`src/rtl/sram_arbiter_pkg.sv`:
```
// Shared constants and types for the SRAM round-robin arbiter.
package sram_arb_pkg;

  localparam int unsigned SRAM_DW = 64;
  localparam int unsigned SRAM_MW = SRAM_DW / 8;
  localparam int unsigned SRAM_AW = 14;
  localparam int unsigned RD_LAT  = 1;
  localparam int unsigned MAX_NR  = 4;
  localparam int unsigned ID_W    = 2;

  // Width of an encoded requester index; never below one bit.
  function automatic int unsigned id_width(input int unsigned n);
    return (n > 1) ? $clog2(n) : 1;
  endfunction

  typedef struct packed {
    logic               we;
    logic [SRAM_MW-1:0] wem;
    logic [SRAM_AW-1:0] addr;
    logic [SRAM_DW-1:0] wdata;
  } sram_req_t;

endpackage

```
`src/rtl/sram_arbiter_rr_arbiter.sv`:
```
// Combinational round-robin picker: first valid requester at or after ptr, wrapping.
module rr_arbiter
  import sram_arb_pkg::*;
#(
  parameter int unsigned NR = 3,
  parameter int unsigned IW = id_width(NR)
) (
  input  logic [NR-1:0] valid,
  input  logic [IW-1:0] ptr,
  output logic [NR-1:0] grant,
  output logic [IW-1:0] idx,
  output logic          any
);

  int unsigned j;

  always_comb begin
    grant = '0;
    idx   = '0;
    any   = 1'b0;
    j     = 0;
    for (int unsigned k = 0; k < NR; k++) begin
      j = (32'(ptr) + k) % NR;
      if (!any && valid[j]) begin
        grant[j] = 1'b1;
        idx      = IW'(j);
        any      = 1'b1;
      end
    end
  end

endmodule

```
`src/rtl/sram_arbiter.sv`:
```
// Round-robin arbiter sharing one SRAM among NR requesters, with read-response routing.
// Optional macro SRAM_ARB_OUT_REG_EN adds an output register stage on rsp_valid/rsp_rdata.
module sram_arbiter
  import sram_arb_pkg::*;
#(
  parameter int unsigned NR = 3,
  parameter int unsigned DW = SRAM_DW,
  parameter int unsigned MW = SRAM_MW,
  parameter int unsigned AW = SRAM_AW,
  parameter int unsigned RL = RD_LAT
) (
  input  logic             clk,
  input  logic             rst,
  input  logic [NR-1:0]    req_valid,
  output logic [NR-1:0]    req_ready,
  input  logic [NR-1:0]    req_we,
  input  logic [NR*MW-1:0] req_wem,
  input  logic [NR*AW-1:0] req_addr,
  input  logic [NR*DW-1:0] req_wdata,
  output logic [NR-1:0]    rsp_valid,
  output logic [DW-1:0]    rsp_rdata,
  output logic             sram_cs,
  output logic             sram_we,
  output logic [MW-1:0]    sram_wem,
  output logic [AW-1:0]    sram_addr,
  output logic [DW-1:0]    sram_din,
  input  logic [DW-1:0]    sram_dout
);

  localparam int unsigned IW = id_width(NR);

  logic [IW-1:0] rr_ptr;
  logic [NR-1:0] grant_raw;
  logic [IW-1:0] gidx;
  logic          any_raw;
  logic          granted;
  logic          rd_acc;

  logic [MW-1:0] hold_wem;
  logic [AW-1:0] hold_addr;
  logic [DW-1:0] hold_din;

  // Each entry is {valid, one-hot requester id}; pipe[RL-1] lines up with sram_dout.
  logic [NR:0]   pipe [RL];
  logic [NR:0]   tail;
  logic [NR-1:0] tail_valid;

  rr_arbiter #(.NR(NR), .IW(IW)) u_rr (
    .valid (req_valid),
    .ptr   (rr_ptr),
    .grant (grant_raw),
    .idx   (gidx),
    .any   (any_raw)
  );

  assign req_ready = rst ? '0 : grant_raw;
  assign granted   = any_raw & ~rst;

  always_comb begin
    sram_cs   = granted;
    sram_we   = 1'b0;
    sram_wem  = hold_wem;
    sram_addr = hold_addr;
    sram_din  = hold_din;
    for (int unsigned i = 0; i < NR; i++) begin
      if (req_ready[i]) begin
        sram_we   = req_we[i];
        sram_wem  = req_wem[i*MW +: MW];
        sram_addr = req_addr[i*AW +: AW];
        sram_din  = req_wdata[i*DW +: DW];
      end
    end
  end

  assign rd_acc = granted & ~sram_we;

  always_ff @(posedge clk) begin
    if (rst) begin
      rr_ptr    <= '0;
      hold_wem  <= '0;
      hold_addr <= '0;
      hold_din  <= '0;
    end else if (granted) begin
      rr_ptr    <= (gidx == IW'(NR - 1)) ? '0 : gidx + IW'(1);
      hold_wem  <= sram_wem;
      hold_addr <= sram_addr;
      hold_din  <= sram_din;
    end
  end

  always_ff @(posedge clk) begin
    if (rst) begin
      for (int unsigned k = 0; k < RL; k++) pipe[k] <= '0;
    end else begin
      pipe[0] <= {rd_acc, req_ready};
      for (int unsigned k = 1; k < RL; k++) pipe[k] <= pipe[k-1];
    end
  end

  assign tail       = pipe[RL-1];
  assign tail_valid = tail[NR] ? tail[NR-1:0] : '0;

`ifdef SRAM_ARB_OUT_REG_EN
  logic [NR-1:0] out_valid;
  logic [DW-1:0] out_rdata;

  always_ff @(posedge clk) begin
    if (rst) begin
      out_valid <= '0;
      out_rdata <= '0;
    end else begin
      out_valid <= tail_valid;
      out_rdata <= sram_dout;
    end
  end

  assign rsp_valid = out_valid;
  assign rsp_rdata = out_rdata;
`else
  // Gating with rst drops a read whose data would surface in the first reset cycle.
  assign rsp_valid = rst ? '0 : tail_valid;
  assign rsp_rdata = sram_dout;
`endif

endmodule

```
`config.mk`:
```
export PLATFORM = sky130hd
export DESIGN_NAME = sram_arbiter
export DESIGN_NICKNAME = d
export VERILOG_FILES = /design/src/rtl/sram_arbiter_pkg.sv /design/src/rtl/sram_arbiter_rr_arbiter.sv /design/src/rtl/sram_arbiter.sv
export SDC_FILE = /design/constraint.sdc
export NUM_CORES = 1
export LEC_CHECK = 0
export BUFFER_PORTS_ARGS = -buffer_cell sky130_fd_sc_hd__buf_2
export CORE_AREA = 10 10 179 181
export CTS_CLUSTER_SIZE = 8
export DETAILED_ROUTE_END_ITERATION = 12
export DIE_AREA = 0 0 189 191
export GPL_TIMING_DRIVEN = 0
export SLEW_MARGIN = 15
export SYNTH_ARGS = -nofsm -noshare
export SYNTH_HDL_FRONTEND = slang
export SYNTH_SLANG_ARGS = --single-unit
```
`constraint.sdc`:
```
create_clock -name clk -period 5.2 [get_ports clk]
set_input_delay 1.04 -clock clk [delete_from_list [all_inputs] [get_ports clk]]
set_output_delay 1.04 -clock clk [all_outputs]
set_load 0.02 [all_outputs]
```
# Word-level counts from Yosys, hierarchy flattened
# Memory sizes are Yosys's and may differ from the RTL's.
# Cells that the tools add are included.
# totals
register_bits	88
ram_bits	4
input_bits	330
out_inout_bits	158
wordCells	74
n_memories	1
# op_classes
n_addsub	3
n_div	3
order_cmp	6
n_eq_ne	1
mux	42
n_bitwise	6
n_reduce_logical	8
# mem_list
memory	depth	word_bits	read_ports	rd_ports_with_merged_regs	write_ports	line	text
pipe	1	4	1	0	1	sram_arbiter.sv:44	logic [NR:0] pipe [RL];
# ops
cell	count
$mux W64	3
$ge A32 B1 Y1 const B	3
$lt A32 B3 Y1 const B	3
$mod A32 B2 Y32 const B	2
$mux W14	3
$mod A2 B2 Y32 const B	1
$mux W8	3
$mux W3	6
$mux W1	16
$mux W2	4
$bmux W1 S2	3
$demux W1 S2	3
$or A3 B3 Y3	2
$logic_and A1 B1 Y1	5
$mux W4	1
$reduce_or A4 Y1	1
$add A2 B1 Y3 const B	1
$add A2 B2 Y3 const B	1
$add A2 B1 Y2 const B	1
$and A1 B1 Y1	2
$eq A2 B2 Y1 const B	1
$logic_not A1 Y1	2
$not A1 Y1	2

# Depth between registers and ports, before layout
# depth
depth_word	17
ltp_mapped	13
mapped_depth_nobuf	9

# Cells and area by module
# Synthesis repeated with hierarchy kept, for this count alone.
# unflattened
hier_cells	1131
area_unflattened_um2	8144.1
# modules_own_cells
module	n_inst	cells_each	area_each_um2	seq_area_each_um2
sram_arbiter	1	1079	7762.4	1841.8
rr_arbiter	1	52	381.6	0.0

# Least setup slack after synthesis
# Ideal clock, no wire load.
# synth_path
kind	input-to-output
startpoint	input port req_valid[1]
endpoint	output port sram_wem[3]
t_arrival_ps	3267
t_required_ps	4160
setup_slack_ps	893
cell_stages	10
path_buffers	4
cell_sequence	buf_2 -> mux2i_1 -> a2bb2oi_2 -> and4_1 -> buf_4 -> buf_4 -> buf_2 -> nor2_1 -> a221o_1 -> o21ai_0
# synth_via
elab_chain_cells	13
word_cells_on_any_way	21
cone_classes	mux (15); bitwise (2); reduce/logical (4)
# synth_rtl
item	line	text
from (decl)	sram_arbiter.sv:14	input logic [NR-1:0] req_valid,
$bmux W1 S2	sram_arbiter_rr_arbiter.sv:24	if (!any && valid[j]) begin
$mux W1 (not written as such)	sram_arbiter_rr_arbiter.sv:24	
$mux W1	sram_arbiter_rr_arbiter.sv:24	
$logic_not A1 Y1	sram_arbiter_rr_arbiter.sv:24	
$logic_and A1 B1 Y1	sram_arbiter_rr_arbiter.sv:24	
$mux W1	sram_arbiter_rr_arbiter.sv:24	
$logic_not A1 Y1	sram_arbiter_rr_arbiter.sv:24	
$logic_and A1 B1 Y1	sram_arbiter_rr_arbiter.sv:24	
$mux W3 *	sram_arbiter_rr_arbiter.sv:24	
$mux W3 *	sram_arbiter.sv:56	assign req_ready = rst ? '0 : grant_raw;
via req_ready[0]	sram_arbiter.sv:15	output logic [NR-1:0] req_ready,
$mux W8 * (3 in series)	sram_arbiter.sv:66	if (req_ready[i]) begin
to (decl)	sram_arbiter.sv:24	output logic [MW-1:0] sram_wem,
# The timed path passes the listed nets; every way through them passes the cells marked *. The select of a mux whose other input is x is not followed.

# Worst setup path after layout
# layout_path
startpoint	input port req_valid[1]
endpoint	output port sram_din[21]
# layout_via
elab_chain_cells	13
word_cells_on_any_way	21
cone_classes	mux (15); bitwise (2); reduce/logical (4)
# layout_rtl
item	line	text
$bmux W1 S2	sram_arbiter_rr_arbiter.sv:24	
$mux W1 (not written as such)	sram_arbiter_rr_arbiter.sv:24	
$mux W1	sram_arbiter_rr_arbiter.sv:24	
$logic_not A1 Y1	sram_arbiter_rr_arbiter.sv:24	
$logic_and A1 B1 Y1	sram_arbiter_rr_arbiter.sv:24	
$mux W1	sram_arbiter_rr_arbiter.sv:24	
$logic_not A1 Y1	sram_arbiter_rr_arbiter.sv:24	
$logic_and A1 B1 Y1	sram_arbiter_rr_arbiter.sv:24	
$mux W3 *	sram_arbiter_rr_arbiter.sv:24	
$mux W3 *	sram_arbiter.sv:56	
$mux W64 (2 in series)	sram_arbiter.sv:66	
$mux W64 *	sram_arbiter.sv:66	
to (decl)	sram_arbiter.sv:26	output logic [DW-1:0] sram_din,
# Mark *: on every way between the ends. The rest lies on a longest branch, timed or not. The select of a mux whose other input is x is not followed.

==> metrics.txt <==
CTS Buf Count 9; Slowest-stage cell, CP clkbuf_1; die area 36100 sq um; share of layout cells above drive strength 1 45.1%; vias in the first global route 9420; global-route wire length before repair 57.6 mm; CTS tree done; Post-synth EDFFs 0; Post-CTS Hold Buffers 0; PortBufs 423; io pins 488; WP data arrival 4010 ps; Net count, final 1652; most used cell, CP buf_2; initial drt markers 582; worst min path class reg2reg; main area contributors after synthesis dfxtp_1 (25%), o2111a_1 (8.3%), o221a_2 (8.0%); critical setup path kind in2out; Worst-Margin Slew 1130 ps; reg-to-reg endpoint hold_addr[7]$_SDFFE_PP0P_; max-cap violations 0; status finished clean; Worst R2R Path Depth 11; clk_skew 13.8 ps; Synth area leader dfxtp_1; Final Max Slew Viols 0; drt pass-1 iters 5; DRC 0; startpoint types input pin; die width 189 um; fin crit period 5050 ps; critical path endpoint sram_din[21]; Max FO, Critical Path 10; Leak 4.27 nW; most used standard cell by instance count after synthesis dfxtp_1; final worst slack 152 ps; worst rel slew slack 24.4%; Die H 191 um; CP required 4160 ps; # setup viols final 0; Max Clock Freq 198 MHz; Max clock buf depth 2; Crit. End Element primary output; Area Growth Syn to Fin 40.7%; Synth top area share 25.2%; hpwl dp 31.9 mm; insertion delay to the later sink of the worst-skew pair 350 ps; peak supply drop 0.000238 V; Total Wirelength 39.9 mm; post-synthesis sequential area ratio 25.2%; Final Util 36.1%; Vias/cell 5.47; Tcrit/Tclk final 97.1%; dpl ws -654 ps; largest net degree at the start of global routing 16; Clock Sinks 92; PwrDens 598 nW/um^2; GP Congestion 0.899; Core Rows 62; initial core utilization 25.7%; wire per inst 23.2 um; ys flop type dfxtp_1; crit-path cells buf_2 -> buf_2 -> mux2i_1 -> a2bb2oi_4 -> nor2_4 -> clkbuf_1 -> clkbuf_1 -> a2111oi_0 -> o21ai_0 -> o221a_2 -> buf_2; Antenna Violating Nets Remaining 0; slowest stage delay, CP 500 ps; r2r setup slk 1440 ps; Yosys Warn Count 0; Seq cells post-synth 92; Syn Inst Count 884; Post-Syn Area 7310 sq um; CP Depth 11; CP delay by family, top buffers and inverters; initial antenna violation count 8; Critical Path Source req_valid[1]; H-tree levels 3; Async SR Flop Fraction 0%; hold slack 502 ps; Design Power 6.15 mW; CTS root buffer clkbuf_16; crit path buf inv count 5; Hold Fails Final Rpt 0; grt total ovfl 0; total vias in the final route 9380; top cells by count, synth dfxtp_1 (92), clkbuf_1 (80), buf_4 (72), o31ai_1 (63), nor3_1 (56); Synth cell types 53; final setup TNS 0 ps; Worst-path clk slew 60 ps; synthesized area per cell 8.27 sq um; Core Region 28500 sq um; GRT Overall Usage 20.4%; Mapped Nets 1218; reg2reg start rr_ptr[0]$_SDFFE_PP0P_
[registers in the layout, summed over array words and instances (netlist names)]
name       flops
hold_addr     14
hold_din      64
hold_wem       8
pipe           4
rr_ptr         2
[worst min-delay path, stage by stage, from the launching register on]
cell and delay (ps):
dfxtp_1 340, nand2_1 60, a21oi_1 50
[logic make-up (layout without fill, tap and decap cells)]
logic type / Yosys count / in the layout / synth area share [%]
and+or+nand+nor: 221 / 221 / 15.5
buffers and inverters: 186 / 625 / 13.7
muxes: 4 / 4 / 0.565
DFF: 92 / 92 / 25.2
AOI/OAI and AO/OA: 377 / 377 / 44.4
other: 0 / 9 / 0
adders and majority gates: 4 / 4 / 0.685
[final cells by class]
cell class	count	area, sq um
Fill cell	3051	18200
Multi-Input combinational cell	606	4500
Timing Repair Buffer	423	2120
Sequential cell	92	1840
Buffer	179	987
Tap cell	384	480
Clock buffer	11	243
Clock inverter	5	60.1
Inverter	7	26.3
Antenna cell	9	22.5
[where the power goes]
part	internal (mW)	switching, mW
Combinational	1.59	2.75
Sequential	1.00	0.112
Clock	0.389	0.315
Total	2.98	3.18
[what timing repair did]
action,CTS,global route
pin swaps,0,0
gates resized for setup,7,18
setup endpoints to repair,55,36
buffers inserted,0,0
[cell usage in the layout, fill, tap and decap left out, types with 4 or more instances in the layout]
| cell type | count |
|---|---|
| a2111oi_0 | 50 |
| a211oi_1 | 34 |
| a21oi_1 | 7 |
| and2_1 | 5 |
| buf_1 | 4 |
| buf_2 | 439 |
| buf_4 | 72 |
| clkbuf_1 | 78 |
| clkbuf_16 | 9 |
| clkbuf_2 | 8 |
| dfxtp_1 | 92 |
| diode_2 | 9 |
| ha_1 | 4 |
| inv_1 | 7 |
| nand2_1 | 39 |
| nand2b_1 | 5 |
| nor2_1 | 41 |
| nor3_1 | 56 |
| o2111a_1 | 54 |
| o21ai_0 | 45 |
| o21ai_1 | 17 |
| o221a_2 | 52 |
| o31ai_1 | 63 |
| o32a_1 | 31 |
| or3_1 | 54 |
[worst min path at each step]
stage	cells after the start	end	slack, ps	startpoint
final	2	rr_ptr[1]$_SDFFE_PP0P_	500	rr_ptr[1]$_SDFFE_PP0P_
after global placement	2	rr_ptr[1]$_SDFFE_PP0P_	480	rr_ptr[1]$_SDFFE_PP0P_
after global routing	2	rr_ptr[1]$_SDFFE_PP0P_	560	rr_ptr[1]$_SDFFE_PP0P_
after floorplan	2	rr_ptr[1]$_SDFFE_PP0P_	460	rr_ptr[1]$_SDFFE_PP0P_
after CTS	2	rr_ptr[1]$_SDFFE_PP0P_	510	rr_ptr[1]$_SDFFE_PP0P_
after detailed placement	2	rr_ptr[1]$_SDFFE_PP0P_	500	rr_ptr[1]$_SDFFE_PP0P_
[routing by layer]
layer | GRT usage (%) | share of wire (%)
met3 | 5.56 | 7.6
met1 | 24.7 | 41
met2 | 33.9 | 49
met5 | 0 | 0.055
met4 | 7.30 | 2.5
[metrics by stage]
stage | instances | cell area [sq um]
floorplan | 884 | 7310
global placement | 1691 | 9910
detailed placement | 1691 | 9910
CTS | 1707 | 10200
global route | 1712 | 10300
finish | 1716 | 10300
No activity file was read; power rests on OpenSTA's default activity.
